File: config.mk
export PLATFORM = sky130hd
export DESIGN_NAME = keypad_event_decoder_flat
export DESIGN_NICKNAME = d
export VERILOG_FILES = /design/src/rtl/keypad_event_if.sv /design/src/rtl/keypad_event_decoder.sv /design/src/flat_wrapper.sv
export SDC_FILE = /design/constraint.sdc
export NUM_CORES = 1
export LEC_CHECK = 0
export CORE_MARGIN = 1
export CORE_UTILIZATION = 62
export CTS_CLUSTER_SIZE = 16
export DETAILED_ROUTE_END_ITERATION = 7
export PLACE_DENSITY_LB_ADDON = 0.3
export RECOVER_POWER = 25
export SYNTH_ARGS = -nofsm -noshare
export SYNTH_HDL_FRONTEND = slang
export SYNTH_SLANG_ARGS = --single-unit
File: constraint.sdc
create_clock -name clk -period 4.99 [get_ports clk]
set_input_delay 0.998 -clock clk [delete_from_list [all_inputs] [get_ports clk]]
set_output_delay 0.998 -clock clk [all_outputs]
set_load 0.05 [all_outputs]
File: src/rtl/keypad_event_if.sv
// Press/release event stream from the keypad decoder to its consumer.
// Valid/ready handshake; the head event holds while ev_valid=1 and ev_ready=0.
interface keypad_event_if;
  logic       ev_valid;
  logic       ev_ready;
  logic [3:0] ev_code;
  logic       ev_press;

  modport master (output ev_valid, output ev_code, output ev_press, input ev_ready);
  modport slave  (input ev_valid, input ev_code, input ev_press, output ev_ready);
endinterface

File: src/rtl/keypad_event_decoder.sv
// Debounces the keypad bitmap and emits one press/release event per changed key via a FWFT FIFO.
// Events are pushed DEBOUNCE_CYCLES+1+i cycles after a change. A full FIFO stalls emission without dropping events.
module keypad_event_decoder #(
  parameter int DEBOUNCE_CYCLES = 16,
  parameter int FIFO_DEPTH      = 4
) (
  input  logic                  clk,
  input  logic                  rst_n,
  input  logic [15:0]           key,
  input  logic                  change,
  keypad_event_if.master        ev,
  output logic [15:0]           stable_keys,
  output logic                  busy
);

  localparam int AW = $clog2(FIFO_DEPTH);
  localparam int CW = (DEBOUNCE_CYCLES > 2) ? $clog2(DEBOUNCE_CYCLES) : 1;
  localparam logic [CW-1:0] CNT_LAST = CW'(DEBOUNCE_CYCLES - 1);
  localparam logic [AW:0]   CNT_FULL = (AW+1)'(FIFO_DEPTH);

  typedef enum logic [1:0] {IDLE, DEBOUNCE, EMIT} state_t;

  typedef struct packed {
    logic       press;
    logic [3:0] code;
  } ev_t;

  state_t        state;
  logic [15:0]   cand;
  logic [CW-1:0] cnt;
  logic [15:0]   diff;
  logic [3:0]    idx;

  ev_t           mem [FIFO_DEPTH];
  logic [AW-1:0] wr_ptr;
  logic [AW-1:0] rd_ptr;
  logic [AW:0]   count;
  logic          full;
  logic          push;
  logic          pop;

  assign full = (count == CNT_FULL);
  assign push = (state == EMIT) && diff[idx] && !full;
  assign pop  = ev.ev_valid && ev.ev_ready;
  assign busy = (state != IDLE);

  always_ff @(posedge clk or negedge rst_n) begin
    if (!rst_n) begin
      state       <= IDLE;
      cand        <= '0;
      cnt         <= '0;
      diff        <= '0;
      idx         <= '0;
      stable_keys <= '0;
    end else begin
      case (state)
        IDLE: begin
          if (change || (key != stable_keys)) begin
            cand  <= key;
            cnt   <= '0;
            state <= DEBOUNCE;
          end
        end
        DEBOUNCE: begin
          if (key != cand) begin
            cand <= key;
            cnt  <= '0;
          end else if (cnt == CNT_LAST) begin
            // A bounce that settles back to the committed value produces nothing.
            if (cand == stable_keys) begin
              state <= IDLE;
            end else begin
              diff        <= cand ^ stable_keys;
              stable_keys <= cand;
              idx         <= '0;
              state       <= EMIT;
            end
          end else begin
            cnt <= cnt + 1'b1;
          end
        end
        EMIT: begin
          if (!(diff[idx] && full)) begin
            idx <= idx + 1'b1;
            if (idx == 4'd15) state <= IDLE;
          end
        end
        default: state <= IDLE;
      endcase
    end
  end

  // Push is gated on full alone, so a simultaneous pop never frees a slot early.
  always_ff @(posedge clk or negedge rst_n) begin
    if (!rst_n) begin
      wr_ptr <= '0;
      rd_ptr <= '0;
      count  <= '0;
      for (int i = 0; i < FIFO_DEPTH; i++) mem[i] <= '0;
    end else begin
      if (push) begin
        mem[wr_ptr] <= '{press: stable_keys[idx], code: idx};
        wr_ptr      <= wr_ptr + 1'b1;
      end
      if (pop) rd_ptr <= rd_ptr + 1'b1;
      case ({push, pop})
        2'b10:   count <= count + 1'b1;
        2'b01:   count <= count - 1'b1;
        default: count <= count;
      endcase
    end
  end

  assign ev.ev_valid = (count != '0);
  assign ev.ev_code  = ev.ev_valid ? mem[rd_ptr].code  : 4'd0;
  assign ev.ev_press = ev.ev_valid ? mem[rd_ptr].press : 1'b0;

endmodule

File: src/flat_wrapper.sv
// flat-port wrapper written by rule: the top's interface ports become plain ports
module keypad_event_decoder_flat 
#(
  parameter int DEBOUNCE_CYCLES = 16,
  parameter int FIFO_DEPTH      = 4
)
  (clk, rst_n, key, change, stable_keys, busy, ev_ev_valid, ev_ev_code, ev_ev_press, ev_ev_ready);
  keypad_event_if ev_i ();
  input  logic clk;
  input  logic rst_n;
  input  logic [15:0] key;
  input  logic change;
  output logic [15:0] stable_keys;
  output logic busy;
  output wire logic [$bits(ev_i.ev_valid)-1:0] ev_ev_valid;
  output wire logic [$bits(ev_i.ev_code)-1:0] ev_ev_code;
  output wire logic [$bits(ev_i.ev_press)-1:0] ev_ev_press;
  input wire logic [$bits(ev_i.ev_ready)-1:0] ev_ev_ready;
  assign ev_ev_valid = ev_i.ev_valid;
  assign ev_ev_code = ev_i.ev_code;
  assign ev_ev_press = ev_i.ev_press;
  assign ev_i.ev_ready = ev_ev_ready;
  keypad_event_decoder #(.DEBOUNCE_CYCLES(DEBOUNCE_CYCLES), .FIFO_DEPTH(FIFO_DEPTH)) u_core (.clk(clk), .rst_n(rst_n), .key(key), .change(change), .ev(ev_i), .stable_keys(stable_keys), .busy(busy));
endmodule
==> flow_summary.toml, run 1 <==
[status]
outcome = "complete, but fails checks"
violations = "capacitance limit, slew limit"

[routing]
wire_per_inst_um = 19.4
wirelength_um = 9660
via_per_inst = 5.92
route.vias.total = 2954
ant_nets = 0
drtPass1Iterations = 4
drt_iter0_markers = 187
drc = 0

[cts]
root_buffer = "clkbuf_8"
clock-sinks = 85
h-tree-depth = 3
cts_setup_buffers = 0
cts_tree = "yes"
cts-hold-fix-buffers = 0
cts_buffer_depth = 2
clk_pin_slew_ns = 0.09
clock_latency_ns = 0.36
numCtsBuffers = 9
cts_resized = 0

[critical_path]
crit_family = "simple AND/OR/NAND/NOR gates"
arrival_ns = 4.04
slowest_delay_ns = 0.91
worstPathCellList = "clkdlybuf4s50_1 -> xor2_1 -> nor4_1 -> nand4_1 -> or2_4 -> or3b_2 -> mux2_4"
startpoint_type = "primary input"
path_class = "primary input to register"
reg2reg_slack_ns = 1.58
worst_setup_path_end_kind = "register"
cp.required_ns = 5.22
cpMaxStageDelayCell = "or3b_2"
cp_max_fo = 32
path_buf_inv = 1

[synthesis]
ys.flop_type = "dfrtp_1"
syn_area_um2 = 4660
postSynthCellCount = 360
syn-mean-instance-area_um2 = 12.9
ys_types = 46
syn_nets = 391
async_reset_ff_share_pct = 100
ys_seq_elements = 85
synth_edf_count = 0
synth_top_cell_by_area = "dfrtp_1"
yosysSeqAreaShare_pct = 45.6
synth.top_cell.area_share_pct = 45.6
yosys_warnings = 0
netlist_top_cells_area = "dfrtp_1, mux2_2, mux2_4"

[finish]
post-route-util_pct = 73.0
layout_common_cells = "dfrtp_1, xor2_1, clkdlybuf4s50_1"
fill_cells = 492
area.growth.synth_to_final_pct = 13.6
layout.area.seq_um2 = 2130
layout_commonest_cell = "dfrtp_1"
multi_input_area_um2 = 2350
nets = 426
drive_gt1_share_pct = 24.0
antenna_cells = 0

[die]
dieArea_um2 = 7870
start_util_pct = 64.3
rows = 31
core-area_um2 = 7250
die_h_um = 88.7
ios = 43
fp.dieW_um = 88.7

[place]
gp_congestion = 0.800
hpwlAfterDp_um = 6770
io_buffers = 42

[timing]
skew_ns = 0.0166
min_period_over_period_pct = 76.4
setup_tns_ns = 0
slew_headroom_pct = -36.3
tightest_slew_ns = 2.04
slew_viol_final = 86
rsz0062_at_grt = "no"
finalSetupViolations = 0
max_freq_mhz = 262
finalHoldViolations = 0
min_period_ns = 3.81

[global_route]
grt_pass1_wl_um = 15400
grt_start_max_net_pins = 86
first_global_vias = 2937
grt-ovfl-total = 0
grt.total_usage_pct = 27.3
grt_antenna_before_repair = 0

[job]
cap_violations = 1

[power_and_ir_drop]
leakage_uw = 0.00252
power_density_nw_per_um2 = 441
ir_worst_vdd_mv = 0.342

[worst_hold_path]
hold_path.class = "register to register"
[synthesized netlist by cell type (2+ instances only)]
cell type	n
nor2b_1	2
nor4_1	12
a21o_1	2
or3_1	2
mux2_4	28
mux2_2	39
mux2i_1	12
o21ai_0	3
mux4_2	10
and2_0	4
ha_1	10
buf_12	3
nand2_1	8
and2_1	7
clkbuf_1	10
nand3_1	9
dfrtp_1	85
nor2_1	8
a21oi_1	3
a22oi_1	2
o41ai_1	2
o31ai_1	3
xnor2_1	8
a31oi_1	2
xor2_1	46
inv_1	16
buf_2	3
nand4_1	3
[final timing paths]
| kind | start | endpoint | cells after the start |
|---|---|---|---|
| min in group asynchronous | rst_n | u_core.cnt[1] | 1 |
| max reg2reg | u_core.stable_keys[15] | u_core.stable_keys[15] | 6 |
| min | u_core.count[2] | u_core.count[2] | 1 |
| max | key[15] | u_core.stable_keys[11] | 7 |
| max in group asynchronous | rst_n | u_core.stable_keys[9] | 1 |
| min reg2reg | u_core.count[2] | u_core.count[2] | 1 |
[power by group]
group / total, uW / internal [uW] / switching [uW]
sequential: 1010 / 818 / 194
clock: 553 / 295 / 258
combinational: 769 / 363 / 406
[layout make-up]
cell class,instances,share of cell area [%]
Tap cell,99,2.34
Sequential cell,85,40.2
Timing Repair Buffer,42,7.84
Multi-Input combinational cell,241,44.3
Clock inverter,6,1.63
Clock buffer,10,2.60
Inverter,16,1.13
[per-stage QoR]
step / cells / hold slack [ns] / setup slack (ns) / total power, uW / cell area [um2]
floorplan: 360 / 0.456 / 2.09 / 1560 / 4660
global placement: 483 / 0.471 / 0.951 / 1750 / 5080
detailed placement: 483 / 0.486 / 0.849 / 1780 / 5080
CTS: 499 / 0.502 / 1.23 / 2340 / 5300
global route: 499 / 0.512 / 1.08 / 2450 / 5300
finish: 499 / 0.499 / 1.18 / 2330 / 5300
[registers in the layout, summed over array words and instances (netlist names)]
| name | flops |
|---|---|
| u_core.cand | 16 |
| u_core.cnt | 4 |
| u_core.count | 3 |
| u_core.diff | 16 |
| u_core.idx | 4 |
| u_core.mem | 20 |
| u_core.rd_ptr | 2 |
| u_core.stable_keys | 16 |
| u_core.state | 2 |
| u_core.wr_ptr | 2 |
[kinds of logic after synthesis]
kind of cell,share of synthesized area [%]
simple gates,7.41
mux,25.8
xor+xnor,10.1
compound gates,3.84
flops,45.6
buf+inv,4.03
fa+ha+maj,3.11
[routing by layer]
layer	vias to the layer above	GRT usage, %	share of wire [%]	routed length [um]
met3	20	4.20	3.8	370
li1	1341	-	-	-
met4	0	12.6	2.4	231
met5	-	0	0	0
met1	1515	40.0	47	4550
met2	78	40.1	47	4500
(Power assumes the default switching activity.)
==> run 2, diff against run 1 <==
--- a/config.mk
+++ b/config.mk
@@ -6,7 +6,7 @@
 export NUM_CORES = 1
 export LEC_CHECK = 0
 export CORE_MARGIN = 1
-export CORE_UTILIZATION = 62
+export CORE_UTILIZATION = 52
 export CTS_CLUSTER_SIZE = 16
 export DETAILED_ROUTE_END_ITERATION = 7
 export PLACE_DENSITY_LB_ADDON = 0.3
==> constraint.sdc (replaced) <==
create_clock -name clk -period 3.4 [get_ports clk]
set_input_delay 0.68 -clock clk [delete_from_list [all_inputs] [get_ports clk]]
set_output_delay 0.68 -clock clk [all_outputs]
set_load 0.05 [all_outputs]
==> flow_summary.toml, run 2 (synthesized netlist as in run 1, its figures left out) <==
[status]
outcome = "completed"

[routing]
wire_per_inst_um = 18.2
drtPass1Iterations = 4
routed-wl-met2_um = 4380
route.vias.total = 2906
wirelength_met1_um = 4460
drt_iter0_markers = 114
ant_nets = 0
highest_layer = "met4"
wirelength_um = 9440
drc = 0
via_per_inst = 5.61
dr_wl_met3_um = 407

[timing]
min_period_over_period_pct = 90.6
min_period_ns = 3.08
finalHoldViolations = 0
worst_slack_ns = 0.318
rsz0062_at_grt = "no"
tightest_slew_ns = 1.36
max_freq_mhz = 325
skew_ns = 0.0165
setup_tns_ns = 0
slew_headroom_pct = 9.09
slew_viol_final = 0
finalSetupViolations = 0

[die]
dieArea_um2 = 9350
rows = 34
ios = 43
die_h_um = 96.7
fp.dieW_um = 96.7
core-area_um2 = 8720
start_util_pct = 53.5

[global_route]
grt_antenna_before_repair = 0
grt.total_usage_pct = 21.9
first_global_vias = 3110
grt_pass1_wl_um = 16100
grt_start_max_net_pins = 55
grt-ovfl-total = 0

[critical_path]
cp.required_ns = 2.72
path_class = "register to output pin"
arrival_ns = 2.40
startpoint_type = "register"
worst_setup_path_end_kind = "output pin"
cp_max_fo = 7

[place]
pre_cts_slack_ns = 0.0665
io_buffers = 42
hpwlAfterDp_um = 6930
gp_congestion = 0.806

[finish]
top_register = "u_core.mem"
nets = 437
drive_gt1_share_pct = 25.9
layout_commonest_cell = "dfrtp_1"
antenna_cells = 0
layout_common_cells = "dfrtp_1, xor2_1, clkdlybuf4s50_1"
area.growth.synth_to_final_pct = 16.1
largest_reg_flops = 20

[cts]
cts_buffer_depth = 2
cts_tree = "yes"
cts-hold-fix-buffers = 0
numCtsBuffers = 9
h-tree-depth = 3
clock-sinks = 85
cts_resized = 0
clock_latency_ns = 0.35
root_buffer = "clkbuf_8"
cts_setup_buffers = 0
clk_pin_slew_ns = 0.08

[worst_hold_path]
hold_path.class = "register to register"

[power_and_ir_drop]
power_density_nw_per_um2 = 639
ir_worst_vdd_mv = 0.400
leakage_uw = 0.00258

[job]
cap_violations = 0
[run 2: area by class of cell]
| type | count | area (um2) |
|---|---|---|
| fillers | 661 | 3310 |
| multi-input cells | 241 | 2350 |
| flip-flops and latches | 85 | 2130 |
| repair buffers | 53 | 523 |
| clock buffers | 10 | 138 |
| well taps | 108 | 135 |
| clock inverters | 5 | 83.8 |
| inverters | 16 | 60.1 |
[run 2: worst paths after layout]
path | start | endpoint | slack [ns] | cells past startpoint
worst min register to register | u_core.count[0] | u_core.count[0] | 0.50 | 1
worst max-delay path | u_core.rd_ptr[0] | ev_ev_code[1] | 0.32 | 3
worst max register to register | u_core.stable_keys[11] | u_core.diff[15] | 0.54 | 7
worst min-delay path | u_core.count[0] | u_core.count[0] | 0.50 | 1
min in group asynchronous | rst_n | u_core.cand[0] | 0.64 | 1
max in group asynchronous | rst_n | u_core.mem[3] | 1.82 | 2
[run 2: routing by layer]
layer / global-route usage, % / up-vias
met5: 0 / -
met3: 4.19 / 14
li1: - / 1363
met2: 33.2 / 64
met4: 7.35 / 0
met1: 31.8 / 1465
[run 2: critical path: stages (launching register included)]
cell             delay [ns]
dfrtp_1                0.62
mux4_2                 0.57
and2_1                 0.17
clkdlybuf4s50_1        0.69
[run 2: power by group]
part           switching (uW)  leakage (uW)  internal [uW]  total [uW]
sequential                269       0.00112           1200        1470
clock                     365      0.000105            432         797
combinational             606       0.00135            586        1190
[run 2: per-stage QoR]
stage	hold slack, ns	cell area [um2]	util [%]	std cells	power, uW
after CTS	0.397	5420	62.1	518	3480
after global placement	0.472	5190	59.6	503	2650
final	0.499	5410	62.1	518	3460
after floorplan	0.384	4660	-	360	2290
after detailed placement	0.482	5190	59.6	503	2690
after global routing	0.508	5410	62.1	518	3650
==> run 3, diff against run 2 <==
==> constraint.sdc (replaced) <==
create_clock -name clk -period 2.62 [get_ports clk]
set_input_delay 0.524 -clock clk [delete_from_list [all_inputs] [get_ports clk]]
set_output_delay 0.524 -clock clk [all_outputs]
set_load 0.05 [all_outputs]
==> flow_summary.toml, run 3 (synthesized netlist as in run 1, its figures left out) <==
[cts]
numCtsBuffers = 9
clk_pin_slew_ns = 0.08
cts_buffer_depth = 2
clock-sinks = 85
cts-hold-fix-buffers = 0
h-tree-depth = 3
clock_latency_ns = 0.36
cts_tree = "yes"
root_buffer = "clkbuf_8"

[timing]
holdWs_ns = 0.507
skew_ns = 0.00913
min_period_over_period_pct = 100
tightest_slew_ns = 1.71
min_period_ns = 2.63
max_freq_mhz = 380
worst_slack_ns = -0.0108
finalHoldViolations = 0
finalSetupViolations = 3
slew_viol_final = 32
slew_headroom_pct = -13.7
rsz0062_at_grt = "yes"

[die]
rows = 34
fp.dieW_um = 96.7
start_util_pct = 53.5
core-area_um2 = 8720
dieArea_um2 = 9350
ios = 43
die_h_um = 96.7

[critical_path]
worstPathCellList = "xor2_1 -> nor4_2 -> nand4_1 -> or2_4 -> buf_4 -> buf_4 -> or2b_4 -> buf_12 -> mux2_2"
path_class = "register to register"
arrival_ns = 2.87
cp_common_cell = "buf_4"
cp_max_fo = 8
path_buf_inv = 3
crit_family = "simple AND/OR/NAND/NOR gates"
startpoint_type = "register"
cpMaxStageDelayCell = "dfrtp_1"
cp.required_ns = 2.86
slowest_delay_ns = 0.43
worst_setup_path_end_kind = "register"

[finish]
antenna_cells = 0
largest_reg_flops = 20
top_register = "u_core.mem"
layout_commonest_cell = "dfrtp_1"
post-route-util_pct = 67.3
nets = 479
fin_cells = 560
drive_gt1_share_pct = 36.3
area.growth.synth_to_final_pct = 25.9
layout_common_cells = "dfrtp_1, buf_4, xor2_1"

[place]
hpwlAfterDp_um = 7530
io_buffers = 42
gp_congestion = 0.781
placedCellCount = 537

[global_route]
grt_start_max_net_pins = 42
grt-ovfl-total = 0
grt_antenna_before_repair = 0
grt_pass1_wl_um = 17600
grt.total_usage_pct = 24.1
first_global_vias = 3355

[routing]
drt_iter0_markers = 139
wirelength_um = 10800
route.vias.total = 3162
wire_per_inst_um = 19.2
via_per_inst = 5.65
drtPass1Iterations = 4
ant_nets = 0
drc = 0

[power_and_ir_drop]
total_power_uw = 4970
ir_worst_vdd_mv = 0.560
power_density_nw_per_um2 = 848
leakage_uw = 0.00289

[worst_hold_path]
hold_path.class = "register to register"

[status]
outcome = "complete, but fails checks"
violations = "capacitance limit, slew limit, setup timing"

[job]
cap_violations = 1
## run 3: changes by cell type in the layout (fill, tap and decap cells not counted), moves of 3 or more
cell	previous run	this run
nor4_1	12	9
clkdlybuf4s50_1	41	21
buf_4	9	51
mux2_2	39	34
dfrtp_1	85	80
dlygate4sd2_1	0	12
dfrtp_2	0	5
mux2_4	28	33
## run 3: power breakdown
part	leakage [uW]	internal (uW)	switching, uW	total, uW
combinational	0.00165	993	975	1970
sequential	0.00111	1560	318	1880
clock	0.000123	659	469	1130
## run 3: layout make-up
class                           instances  area [um2]
Sequential cell                        85        2130
Timing Repair Buffer                   95         880
Multi-Input combinational cell        241        2410
Inverter                               16        60.1
Fill cell                             632        2850
Clock buffer                           10         138
Tap cell                              108         135
Clock inverter                          5         108
## run 3: final timing paths
path,from,to,slack (ns),cells after the start
worst max-delay path,u_core.cand[12],u_core.cand[4],-0.01,9
worst min-delay path,u_core.count[2],u_core.count[2],0.51,1
worst max register to register,u_core.cand[12],u_core.cand[4],-0.01,9
worst min register to register,u_core.count[2],u_core.count[2],0.51,1
max in group asynchronous,rst_n,u_core.diff[12],0.55,2
min in group asynchronous,rst_n,u_core.cand[0],0.60,1
## run 3: per-layer routing
layer | wire [um] | GRT usage, % | vias to the layer above
li1 | - | - | 1449
met1 | 4810 | 33.9 | 1634
met5 | 0 | 0 | -
met3 | 415 | 4.99 | 12
met2 | 5410 | 38.1 | 67
met4 | 128 | 6.89 | 0
## run 3: through the flow
stage	setup WS [ns]	TNS [ns]	cell area (um2)
after floorplan	0.0697	0	4670
after global placement	-0.675	-31.61	5450
after detailed placement	-0.762	-35.86	5450
after CTS	0.00741	0	5790
after global routing	-0.118	-2.05	5870
final	-0.0108	-0.0291	5870
## run 3: repair_timing
item                       CTS  global route
resized for setup           21            15
cloned                       2             1
pin swaps                    9             8
setup endpoints to repair   53            48
buffers inserted             3             2
==> edit 1, RTL diff (config.mk and constraints of run 3) <==
`DEBOUNCE_CYCLES` is set to 16 in 2 places; all go to 32.
--- a/src/rtl/keypad_event_decoder.sv
+++ b/src/rtl/keypad_event_decoder.sv
@@ -2,5 +2,5 @@
 // Events are pushed DEBOUNCE_CYCLES+1+i cycles after a change. A full FIFO stalls emission without dropping events.
 module keypad_event_decoder #(
-  parameter int DEBOUNCE_CYCLES = 16,
+  parameter int DEBOUNCE_CYCLES = 32,
   parameter int FIFO_DEPTH      = 4
 ) (
--- a/src/flat_wrapper.sv
+++ b/src/flat_wrapper.sv
@@ -2,5 +2,5 @@
 module keypad_event_decoder_flat 
 #(
-  parameter int DEBOUNCE_CYCLES = 16,
+  parameter int DEBOUNCE_CYCLES = 32,
   parameter int FIFO_DEPTH      = 4
 )
Function: same outputs for any inputs over 10 cycles, from zero or initial values and one cycle with rst_n low; that may be too few to reach the edited logic, so the function may still have changed.
==> edit 1 against run 3 <==
  * The flow finishes with violations (design-rule violations, max-capacitance violations, max-slew violations)
  * Design area down 0.49%
  * Non-clock buffer count is 11 lower
  * Global-route usage down 1.1 points
  * First-iteration DRC count decreased by 5.0%
  * Setup slack improved by 0.056 ns
  * Sequential cell count is 1 higher
  * Clock skew rose by 0.0085 ns
  * Wire length decreased by 3.5%
  * Hold slack lost 0.023 ns
  * Sequential share of layout area grew 0.54 points
  * Count of clock-buffer cells in the layout unchanged
  * Synthesized area is 2.0% higher
  * Critical path type unchanged
  * Highest routed layer unchanged
Power is not compared: it rests on default switching activity, and its combinational part moved more than twofold at a synthesized area within 25%.
==> edit 1: results (changes against run 3) <==
[status]
status=complete, but fails checks
failed_checks=design-rule violations, max-capacitance violations, max-slew violations

[sta]
drv_slew=39  ; +22%
fin_hold_ws_ns=0.4833  ; -0.02322 ns
fin_worst_skew_ns=0.01765  ; +0.008525 ns
slew_headroom_pct=-46.17  ; -32 points

[critical_path]
critical_path.endpoint=u_core.count[2]
slowest_stage=dfrtp_2
cp_max_fo=6  ; -2
worstPathArrival_ns=2.83  ; -0.04 ns
reg2reg_depth=13  ; +4
r2r_setup_slack_ns=0.05  ; +0.06 ns
crit_family=compound AO/OA/AOI/OAI gates

[grt]
grt_pass1_wl_um=16810  ; -4.6%
grt_pass1_vias=3282  ; -2.2%
met1_usage_pct=29.58  ; -4.3 points
grt_max_degree=49  ; +17%
use_met3_pct=3.813  ; -1.2 points
met2_usage_pct=40.26  ; +2.1 points

[yosys]
synth.distinct_cells=53  ; +15%
synthTopCellsByArea=dfrtp_1, mux2_2, mux2_4
synth_nets=397  ; +1.5%
synth_cells=365  ; +1.4%
synth-seq-area-share_pct=45.24  ; -0.39 points
synth_adder_area_share_pct=3.314  ; +0.20 points
synth_common_cells=dfrtp_1, mux2_2, xnor2_1

[drt]
drtIter0Drc=132  ; -5.0%
wl_met2_um=5356  ; -1.0%
routed_wirelength_um=10390  ; -3.5%
drc=1  ; +1
post_drt_via_cell_ratio=5.676  ; +0.53%

[placement]
dp_cells=540  ; +0.56%
dp_hpwl_um=7684  ; +2.0%
globalplace.congestion=0.8653  ; +11%

[cts]
cts_resized=6  ; -71%
cts_setup_buffers=1  ; -2

[flow_run]
max_cap_violations=1  ; unchanged

[finish]
nets=478  ; -0.21%
layout-drive-gt1-share_pct=34.59  ; -1.7 points

-- edit 1: cell count changes in the layout (fill, tap and decap cells not counted), sizes merged, moves of 4 or more --
cell | before | now
nor4 | 12 | 8
buf | 56 | 47
a221oi | 0 | 4
o21ai | 3 | 9
nand4 | 3 | 10
nor2 | 8 | 4
xor2 | 46 | 23
xnor2 | 8 | 31
dlygate4sd2 | 12 | 0
clkdlybuf4s50 | 21 | 35
nand2 | 8 | 20
-- edit 1: metrics by stage --
stage               worst slack (ns)  power (W)  util, %
floorplan                    0.05361   0.001714        -
global placement             -0.2019   0.001873    63.11
detailed placement           -0.1937   0.001899    63.11
CTS                         0.001884   0.002913    65.93
global route                -0.06393   0.003030    66.31
finish                       0.04510   0.002901    66.31
-- edit 1: cell type report --
type	instances	area, sq um
sequential	86	2155
clock buffer	10	137.6
timing repair buffer	84	764.5
inverter	12	45.04
multi-input combinational	253	2525
clock inverter	6	77.57
tap	108	135.1
fill	661	2967
==> edit 2, RTL diff (flow settings as in run 3) <==
Without the edit above. Re-encode `state_t` (3 states) as one-hot, 3 bits wide.
--- a/src/rtl/keypad_event_decoder.sv
+++ b/src/rtl/keypad_event_decoder.sv
@@ -19,5 +19,5 @@
   localparam logic [AW:0]   CNT_FULL = (AW+1)'(FIFO_DEPTH);
 
-  typedef enum logic [1:0] {IDLE, DEBOUNCE, EMIT} state_t;
+  typedef enum logic [2:0] {IDLE = 3'b001, DEBOUNCE = 3'b010, EMIT = 3'b100} state_t;
 
   typedef struct packed {
Formal check against the unedited RTL: same outputs for any inputs over 10 cycles, from zero or initial values and one cycle with rst_n low; not proved beyond that.
==> edit 2 against run 3 <==
  * Sequential cell count is 1 higher
  * Wire length fell by 8.7%
  * Via count down 5.2%
  * Hold slack got worse by 0.16 ns
  * Die area fell by 0.78%
  * Final cell count decreased by 4.6%
  * Critical endpoint is now u_core.mem[4]
  * Non-clock buffer count is 27 lower
  * Setup slack better by 0.11 ns
  * Synthesized area shrank 0.81%
  * Design area is 5.9% lower
  * Utilization decreased by 3.6 points
Power is not compared: it rests on default switching activity, and its combinational part moved more than twofold at a synthesized area within 25%.
==> edit 2: results (changes against run 3) <==
[status]
status=finished clean

[finish]
layout-drive-gt1-share_pct=31.46  ; -4.8 points
fillers=684  ; +8.2%

[sta]
tightest_slew_ns=1.124  ; -0.5814 ns

[drt]
vias=2997  ; -5.2%
routed_wirelength_um=9826  ; -8.7%
drtIter0Drc=120  ; -14%
wire_per_inst_um=18.40  ; -4.3%
m1WireLength_um=4417  ; -8.1%
wl_met2_um=4984  ; -7.9%
wl_met3_um=248  ; -40%

[critical_path]
slowest_stage=or3b_4
cpPeakStageDelay_ns=0.45  ; +0.02 ns
worstPathArrival_ns=2.78  ; -0.09 ns
cp_max_fo=6  ; -2
reg2reg_depth=7  ; -2

[grt]
met1_usage_pct=31.86  ; -2.0 points
use_met3_pct=3.555  ; -1.4 points
grtUsageTotal_pct=23.63  ; -0.49 points

[placement]
dp_hpwl_um=7215  ; -4.2%
globalplace.congestion=0.8738  ; +12%
place_ws_ns=-0.3221  ; +0.4403 ns

[yosys]
synthTopCellsByArea=dfrtp_1, mux2_2, xor2_1
synth_seq_cells=86  ; +1.2%
synth_common_cells=dfrtp_1, mux2_2, xor2_1
synth.distinct_cells=51  ; +11%
synth_nets=388  ; -0.77%

[hold_path]
hp-class=in -> async

[cts]
cts_setup_buffers=0  ; -3
cts_resized=0  ; -100%

edit 2: power groups by stage:
stage | combinational (W) | clock, W | sequential, W
6_report | 0.000357 | 0.00100 | 0.00147
2_1_floorplan | 0.000273 | 0 | 0.00144
3_5_place_dp | 0.000362 | 0 | 0.00150
3_3_place_gp | 0.000351 | 0 | 0.00149
4_1_cts | 0.000363 | 0.00101 | 0.00147
5_1_grt | 0.000393 | 0.00107 | 0.00148
edit 2: stage by stage:
stage	hold slack [ns]	cell area [sq um]	total power [W]
after floorplan	0.2284	4624	0.001710
after global placement	0.4640	5293	0.001844
after detailed placement	0.4785	5293	0.001859
after CTS	0.1726	5508	0.002847
after global routing	0.4284	5524	0.002944
final	0.3441	5524	0.002829
edit 2: final timing paths:
check | startpoint | endpoint | slack, ns
setup reg to reg | u_core.state[1] | u_core.mem[4] | 0.1
hold / removal | rst_n | u_core.cand[14] | 0.34
hold reg to reg | u_core.mem[0] | u_core.mem[0] | 0.50
setup / recovery | u_core.state[1] | u_core.mem[4] | 0.1
min in group clk | u_core.mem[0] | u_core.mem[0] | 0.50
max in group asynchronous | rst_n | u_core.mem[2] | 0.62
edit 2: cell families after synthesis:
| kind of cell | after synthesis | share of synthesized area, % |
|---|---|---|
| flip-flops | 86 | 46.56 |
| AND/OR/NAND/NOR | 69 | 8.712 |
| AO/OA/AOI/OAI | 27 | 4.843 |
| multiplexers | 86 | 24.08 |
| XOR/XNOR | 54 | 10.23 |
| adder cells (fa/ha/maj) | 8 | 2.327 |
| buffers and inverters | 30 | 3.247 |
edit 2: area by class of cell:
type                    instances  area share [%]
multi-input cells             244           42.49
repair buffers                 68           11.35
clock buffers                  11           2.741
well taps                     108           2.446
clock inverters                 5           1.155
inverters                      12          0.8154
flip-flops and latches         86           39.00
